==> config.mk <==
export PLATFORM = sky130hd
export DESIGN_NAME = fetch_stage
export DESIGN_NICKNAME = d
export VERILOG_FILES = /design/src/rtl/fetch_stage.sv
export SDC_FILE = /design/constraint.sdc
export NUM_CORES = 1
export LEC_CHECK = 0
export BUFFER_PORTS_ARGS = -buffer_cell sky130_fd_sc_hd__buf_2
export CAP_MARGIN = 25
export CORE_MARGIN = 5
export CORE_UTILIZATION = 30
export DETAILED_ROUTE_END_ITERATION = 8
export PLACE_DENSITY = 0.59
export SLEW_MARGIN = 20
export SYNTH_ARGS = -nofsm -noshare
export SYNTH_HDL_FRONTEND = slang
export SYNTH_SLANG_ARGS = --single-unit
==> constraint.sdc <==
create_clock -name clk -period 4.8 [get_ports clk]
set_input_delay 0.48 -clock clk [delete_from_list [all_inputs] [get_ports clk]]
set_output_delay 0.48 -clock clk [all_outputs]
set_load 0.01 [all_outputs]
==> src/rtl/fetch_stage.sv <==
// Instruction fetch stage feeding the IF/ID register.
// Holds the PC, keeps at most one instruction-memory request in flight using a req/ready
// handshake with an rvalid response, and buffers the returned word until the decode stage
// takes it. A NOP bubble is driven whenever no fetched instruction is held.
//
// Ports:
//   clk, reset_n                  clock, asynchronous active-low reset
//   StallF                        hazard unit: hold the current fetch output
//   PCSrcE, PCTargetE             EX redirect strobe and target (bits [1:0] forced to 0)
//   imem_req, imem_addr           request valid / word address (always the PC)
//   imem_ready                    request accepted when imem_req & imem_ready at an edge
//   imem_rvalid, imem_rdata       single-cycle response pulse and data
//   RD, PCF, PCPlus4F             instruction, its PC and PC+4 towards IF/ID
//   InstrValidF                   RD holds a real fetched instruction
module fetch_stage #(
   parameter logic [31:0] RESET_PC  = 32'h0000_0000,
   parameter logic [31:0] NOP_INSTR = 32'h0000_0013
) (
   input  logic        clk,
   input  logic        reset_n,
   input  logic        StallF,
   input  logic        PCSrcE,
   input  logic [31:0] PCTargetE,
   output logic        imem_req,
   output logic [31:0] imem_addr,
   input  logic        imem_ready,
   input  logic        imem_rvalid,
   input  logic [31:0] imem_rdata,
   output logic [31:0] RD,
   output logic [31:0] PCF,
   output logic [31:0] PCPlus4F,
   output logic        InstrValidF
);

   typedef enum logic [1:0] {
      StReq,
      StWait,
      StValid
   } state_e;

   state_e      state_q, state_d;
   logic [31:0] pc_q, pc_d;
   logic [31:0] buf_q, buf_d;
   logic        discard_q, discard_d;
   logic [31:0] redirect_pc;
   logic        unused_tgt_lsbs;

   assign redirect_pc     = {PCTargetE[31:2], 2'b00};
   assign unused_tgt_lsbs = ^PCTargetE[1:0];

   always_comb begin
      state_d   = state_q;
      pc_d      = pc_q;
      buf_d     = buf_q;
      discard_d = discard_q;
      unique case (state_q)
         StReq: begin
            // imem_req is high here whenever a clock edge can occur
            if (imem_ready) begin
               state_d   = StWait;
               discard_d = PCSrcE;
            end
         end
         StWait: begin
            if (imem_rvalid) begin
               discard_d = 1'b0;
               // A redirect on the same edge as the response also invalidates it
               if (discard_q || PCSrcE) begin
                  state_d = StReq;
               end else begin
                  buf_d   = imem_rdata;
                  state_d = StValid;
               end
            end else if (PCSrcE) begin
               discard_d = 1'b1;
            end
         end
         StValid: begin
            if (PCSrcE) begin
               state_d = StReq;
            end else if (!StallF) begin
               state_d = StReq;
               pc_d    = pc_q + 32'd4;
            end
         end
         default: state_d = StReq;
      endcase
      // Redirect wins over stall and sequential advance in every state
      if (PCSrcE) begin
         pc_d = redirect_pc;
      end
   end

   always_ff @(posedge clk or negedge reset_n) begin
      if (!reset_n) begin
         state_q   <= StReq;
         pc_q      <= RESET_PC;
         buf_q     <= NOP_INSTR;
         discard_q <= 1'b0;
      end else begin
         state_q   <= state_d;
         pc_q      <= pc_d;
         buf_q     <= buf_d;
         discard_q <= discard_d;
      end
   end

   // Request is suppressed while reset is held so nothing is issued from a half-reset PC
   assign imem_req    = (state_q == StReq) && reset_n;
   assign imem_addr   = pc_q;
   assign InstrValidF = (state_q == StValid);
   assign RD          = InstrValidF ? buf_q : NOP_INSTR;
   assign PCF         = pc_q;
   assign PCPlus4F    = pc_q + 32'd4;

endmodule
Yosys cells after proc, flatten, opt, wreduce, memory -nomap -nowiden

Cells that the tools add are included.

Bits in registers: 67
Input port bits: 70
Output and inout port bits: 130
Logic and storage cells: 36

Add/subtract/negate cells: 1
Equal/unequal tests: 7
Mux-type cells: 14
Bitwise operators: 1
Reduce and logical (&&, ||, !) cells: 9

Operator list:

| kind                                                 | count |
|---|---|
| two-way mux 32 bit                                   | 4 |
| adder 32 x 3 -> 32 bit (second input constant)       | 1 |
| two-way mux 2 bit                                    | 5 |
| AND reduction 3 bit                                  | 3 |
| != test 3 bit (second input constant)                | 2 |
| case mux 2 bit (3 select lines)                      | 1 |
| != test 2 bit (second input constant)                | 2 |
| nonzero test 2 bit                                   | 2 |
| two-way mux 1 bit                                    | 3 |
| equality test 2 x 1 -> 1 bit (second input constant) | 1 |
| equality test 2 bit (second input constant)          | 1 |
| zero test 2 bit                                      | 1 |
| != test 2 x 1 -> 1 bit (second input constant)       | 1 |
| case mux 1 bit (2 select lines)                      | 1 |
| AND reduction 2 bit                                  | 1 |
| logical AND 1 bit                                    | 1 |
| logical OR 1 bit                                     | 1 |
| inverter 1 bit                                       | 1 |

Logic depth before layout (Yosys ltp)

Depth in word-level cells: 4
Mapped depth: 6
Depth with buffers taken out: 5

Worst setup path after synthesis

OpenSTA, ideal clock, no wires.

Kind: flip-flop to output port
From: register pc_q[19], in the netlist PCF[19]
To: output PCPlus4F[31]
Data arrival time: 1.878 ns
Required time: 4.320 ns
Path slack: 2.442 ns
Cell stages (with the launch flop): 7
Path buffers: 2
Cell sequence: dfrtp_1 clkbuf_1 and4_1 clkbuf_1 nand4_1 or4_1 xnor2_1

Cells in the longest elaborated chain, start to end: 1

Ends and longest elaborated chain:

| element                | RTL line | text |
|---|---|---|
| from (decl)            | 42       | `logic [31:0] pc_q, pc_d;` |
| from (signal assigned) | 102      | `pc_q <= pc_d;` |
| adder 32 x 3 -> 32 bit | 114      | `assign PCPlus4F = pc_q + 32'd4;` |
| to (decl)              | 31       | `output logic [31:0] PCPlus4F,` |

Every way passes these cells.

Worst setup path in the final report

From: register pc_q[2], in the netlist PCF[2]
To: output PCPlus4F[28]

The elaborated chain is that of the path after synthesis.

==> metrics <==
run status complete, no violations; final worst-path setup slack about 1.6 ns; final period demand of the worst path 3.21 ns; WL final approximately 13000 um; Yosys reg bits 65; type of destination of the critical path primary output; setup repair after global routing missed its margin no; footprint of the multi-input gates 2140 um2; pwr dens around 380 nW/um2; full die area 16600 um2; number of distinct standard cells referenced by the synthesized netlist 50; post-route cell area 5340 um2; Synth-to-Final Area Change 25.9%; H-tree levels 3; IO Pins 200; clock-pin transition on the worst setup and hold timing paths about 0.06 ns; Initial Utilization a little under a third; delay of the slowest cell on the worst path about 0.86 ns; number of max-slew violations in the final report 0; netlist area before placement between 4000 and 5000 um2; final hold vios 0; dpl hpwl 9960 um; WP buf/inv 1; Worst VDD drop roughly 0.0003 V; area of the placeable core around 14000 um2; CTS Hold Buffers Added 0; arrival time at the worst endpoint between 2 and 3 ns; number of buffers on the longest clock path 2; syn_area_per_cell 9.29 um2; portion of synthesized cell area occupied by the leading cell type between 30% and 40%; gpl congestion 0.805; Inserted Clock Buffers 9; remaining antenna violation count 0; cells traversed along the worst timing path ha_1 > nand4_1 > nor4_1 > nand4_1 > xnor2_1 > buf_2; Worst Setup Path Type reg2out; Pre-antenna DRT Iters 4; CP startpoint kind register; worst rel slew slack between 30% and 40%; crit path max fanout 7; number of setup buffers added after CTS 0; clock skew about 0.0067 ns; classification of the worst-slack hold path in2reg; leading area contributor after synthesis sky130_fd_sc_hd__dfrtp_1; via count of the first global-routing pass ~3900; final number of setup-violating endpoints 0; Final Net Count around 670; critical path's slowest cell sky130_fd_sc_hd__nor4_1; wire length per cell after detailed routing roughly 17 um; global-route wire length before repair 20500 um; final period utilization between 60% and 70%; CTS tree built; Chip Width ~130 um; top area cells in the synthesized netlist sky130_fd_sc_hd__dfrtp_1, sky130_fd_sc_hd__mux2_2, sky130_fd_sc_hd__buf_4; Leakage 2.42 nW; global route overflow 0; data required time at the worst endpoint between 4 and 5 ns; post-place instance area between 4000 and 5000 um2; Synth Flop Type sky130_fd_sc_hd__dfrtp_1; fillers 1461; Tot GR Track Use between 15 and 20%; cell repeated most along the worst path sky130_fd_sc_hd__nand4_1; Setup Slack @ Placement between 1.5 and 2 ns; most common library cells after synthesis sky130_fd_sc_hd__dfrtp_1, sky130_fd_sc_hd__nand2_1, sky130_fd_sc_hd__buf_4, sky130_fd_sc_hd__and2_1, sky130_fd_sc_hd__mux2_2; area occupied by registers around 1600 um2; Post-Syn Instances approximately 460; vias per std cell 4.89; number of cells upsized or downsized after cts 0; clock insertion delay at the later pin of the skew report ~0.33 ns; Worst Max-Slew Pin Slew 1.03 ns; max-cap violation count 0; via count 3817; overall die height 129 um; library cell with the highest instance count after synthesis sky130_fd_sc_hd__dfrtp_1; count of yosys warnings during synthesis 0; number of DRC violations after detailed-routing iteration 0 ~160; share of async-settable or async-resettable flops after synthesis 100%; clk sinks 65; Row Count 43; share of layout cells above drive strength 1 ~43%; post-synthesis sequential area ratio about 38%; cell at the root of the clock tree sky130_fd_sc_hd__clkbuf_16; sum of negative setup slack 0 ns; maximum number of pins on one net before global-route repair 66; Port-buffer cells about 190; cell family with the largest share of critical-path delay simple AND/OR/NAND/NOR gates; number of remaining DRC errors 0; Post-synth EDFFs 0; fmax 311 MHz; number of antenna violations at the first check in global routing 4
power by group:
part | internal [mW] | leakage [nW] | total (mW) | switching, mW
Combinational | 0.240 | 1.48 | 0.442 | 0.202
Sequential | 0.721 | 0.765 | 0.855 | 0.135
Clock | 0.497 | 0.169 | 0.745 | 0.248
Total | 1.46 | 2.42 | 2.04 | 0.584
cell usage in the layout, fill, tap and decap left out, types with 4 or more instances in the layout:
cell                        netlist  final
sky130_fd_sc_hd__a31oi_1         12     12
sky130_fd_sc_hd__and2_1          32     32
sky130_fd_sc_hd__and3_1           4      4
sky130_fd_sc_hd__buf_2            7    191
sky130_fd_sc_hd__clkbuf_16        0      9
sky130_fd_sc_hd__conb_1           1      6
sky130_fd_sc_hd__dfrtp_1         62     62
sky130_fd_sc_hd__inv_1            7      7
sky130_fd_sc_hd__mux2_2          32     32
sky130_fd_sc_hd__nand2_1         41     41
sky130_fd_sc_hd__nand2b_1         4      4
sky130_fd_sc_hd__nand3_1         16     16
sky130_fd_sc_hd__nand4_1         13     13
sky130_fd_sc_hd__nand4b_1         4      4
sky130_fd_sc_hd__nor2_1          27     27
sky130_fd_sc_hd__nor3_1           9      9
sky130_fd_sc_hd__nor4_1          11     10
sky130_fd_sc_hd__o21ai_0         14     14
sky130_fd_sc_hd__o31ai_1          9      9
sky130_fd_sc_hd__or4_1           12     12
sky130_fd_sc_hd__xnor2_1         30     30
sky130_fd_sc_hd__xor2_1           8      8
final cells by class:
| class | count | area share [%] |
|---|---|---|
| Tap cell | 180 | 4.21 |
| Sequential cell | 65 | 30.5 |
| Clock buffer | 12 | 4.99 |
| Clock inverter | 4 | 1.38 |
| Antenna cell | 1 | 0.0468 |
| Multi-Input combinational cell | 318 | 40.1 |
| Inverter | 7 | 0.492 |
| Timing Repair Buffer | 194 | 18.3 |
registers in the layout (all words and copies together) (netlist names):
signal     flops
PCF           30
buf_q         32
discard_q      1
state_q        2
tightest hold or removal path, stage by stage:
cell and delay, ns:
sky130_fd_sc_hd__buf_2 0.08, sky130_fd_sc_hd__nand2_1 0.04, sky130_fd_sc_hd__o21ai_0 0.06
routing by layer:
metal  track usage [%]  vias up  part of all wire [%]
li1                  -     1828                     -
met1              19.5     1788                    42
met2              24.6      172                    45
met3              6.39       21                    12
met4              4.94        8                   1.3
met5                 0        -                  0.37
per-stage QoR:
| step | total power, mW | instances | utilization [%] | hold slack, ns |
|---|---|---|---|---|
| 3_3_place_gp | 1.28 | 764 | 36.0 | 0.480 |
| 2_1_floorplan | 1.15 | 462 | - | 0.184 |
| 6_report | 2.04 | 781 | 38.5 | 0.355 |
| 5_1_grt | 2.16 | 780 | 38.5 | 0.352 |
| 4_1_cts | 2.06 | 780 | 38.4 | 0.336 |
| 3_5_place_dp | 1.31 | 764 | 36.0 | 0.487 |
path summary, 6_finish.rpt:
path / start / to / depth (start not counted) / slack, ns
max: PCF[2] / PCPlus4F[28] / 6 / 1.59
max in group asynchronous: reset_n / buf_q[2] / 2 / 3.81
max reg2reg: PCF[2] / PCF[26] / 5 / 2.35
min reg2reg: buf_q[22] / buf_q[22] / 1 / 0.50
min: PCTargetE[2] / PCF[2] / 3 / 0.35
min in group asynchronous: reset_n / PCF[10] / 2 / 0.41
cells by family (layout without fill, tap and decap cells):
| family | count (synthesis) | after routing | synth area share, % |
|---|---|---|---|
| AND/OR/NAND/NOR | 191 | 191 | 25.1 |
| buffers and inverters | 79 | 217 | 11.9 |
| flip-flops | 65 | 65 | 38.4 |
| AO/OA/AOI/OAI | 48 | 48 | 7.43 |
| XOR/XNOR | 38 | 38 | 7.84 |
| multiplexers | 34 | 34 | 8.96 |
| adder cells (fa/ha/maj) | 1 | 1 | 0.295 |
| other | 1 | 7 | 0.0883 |
Power figures use the tool's default switching activity.
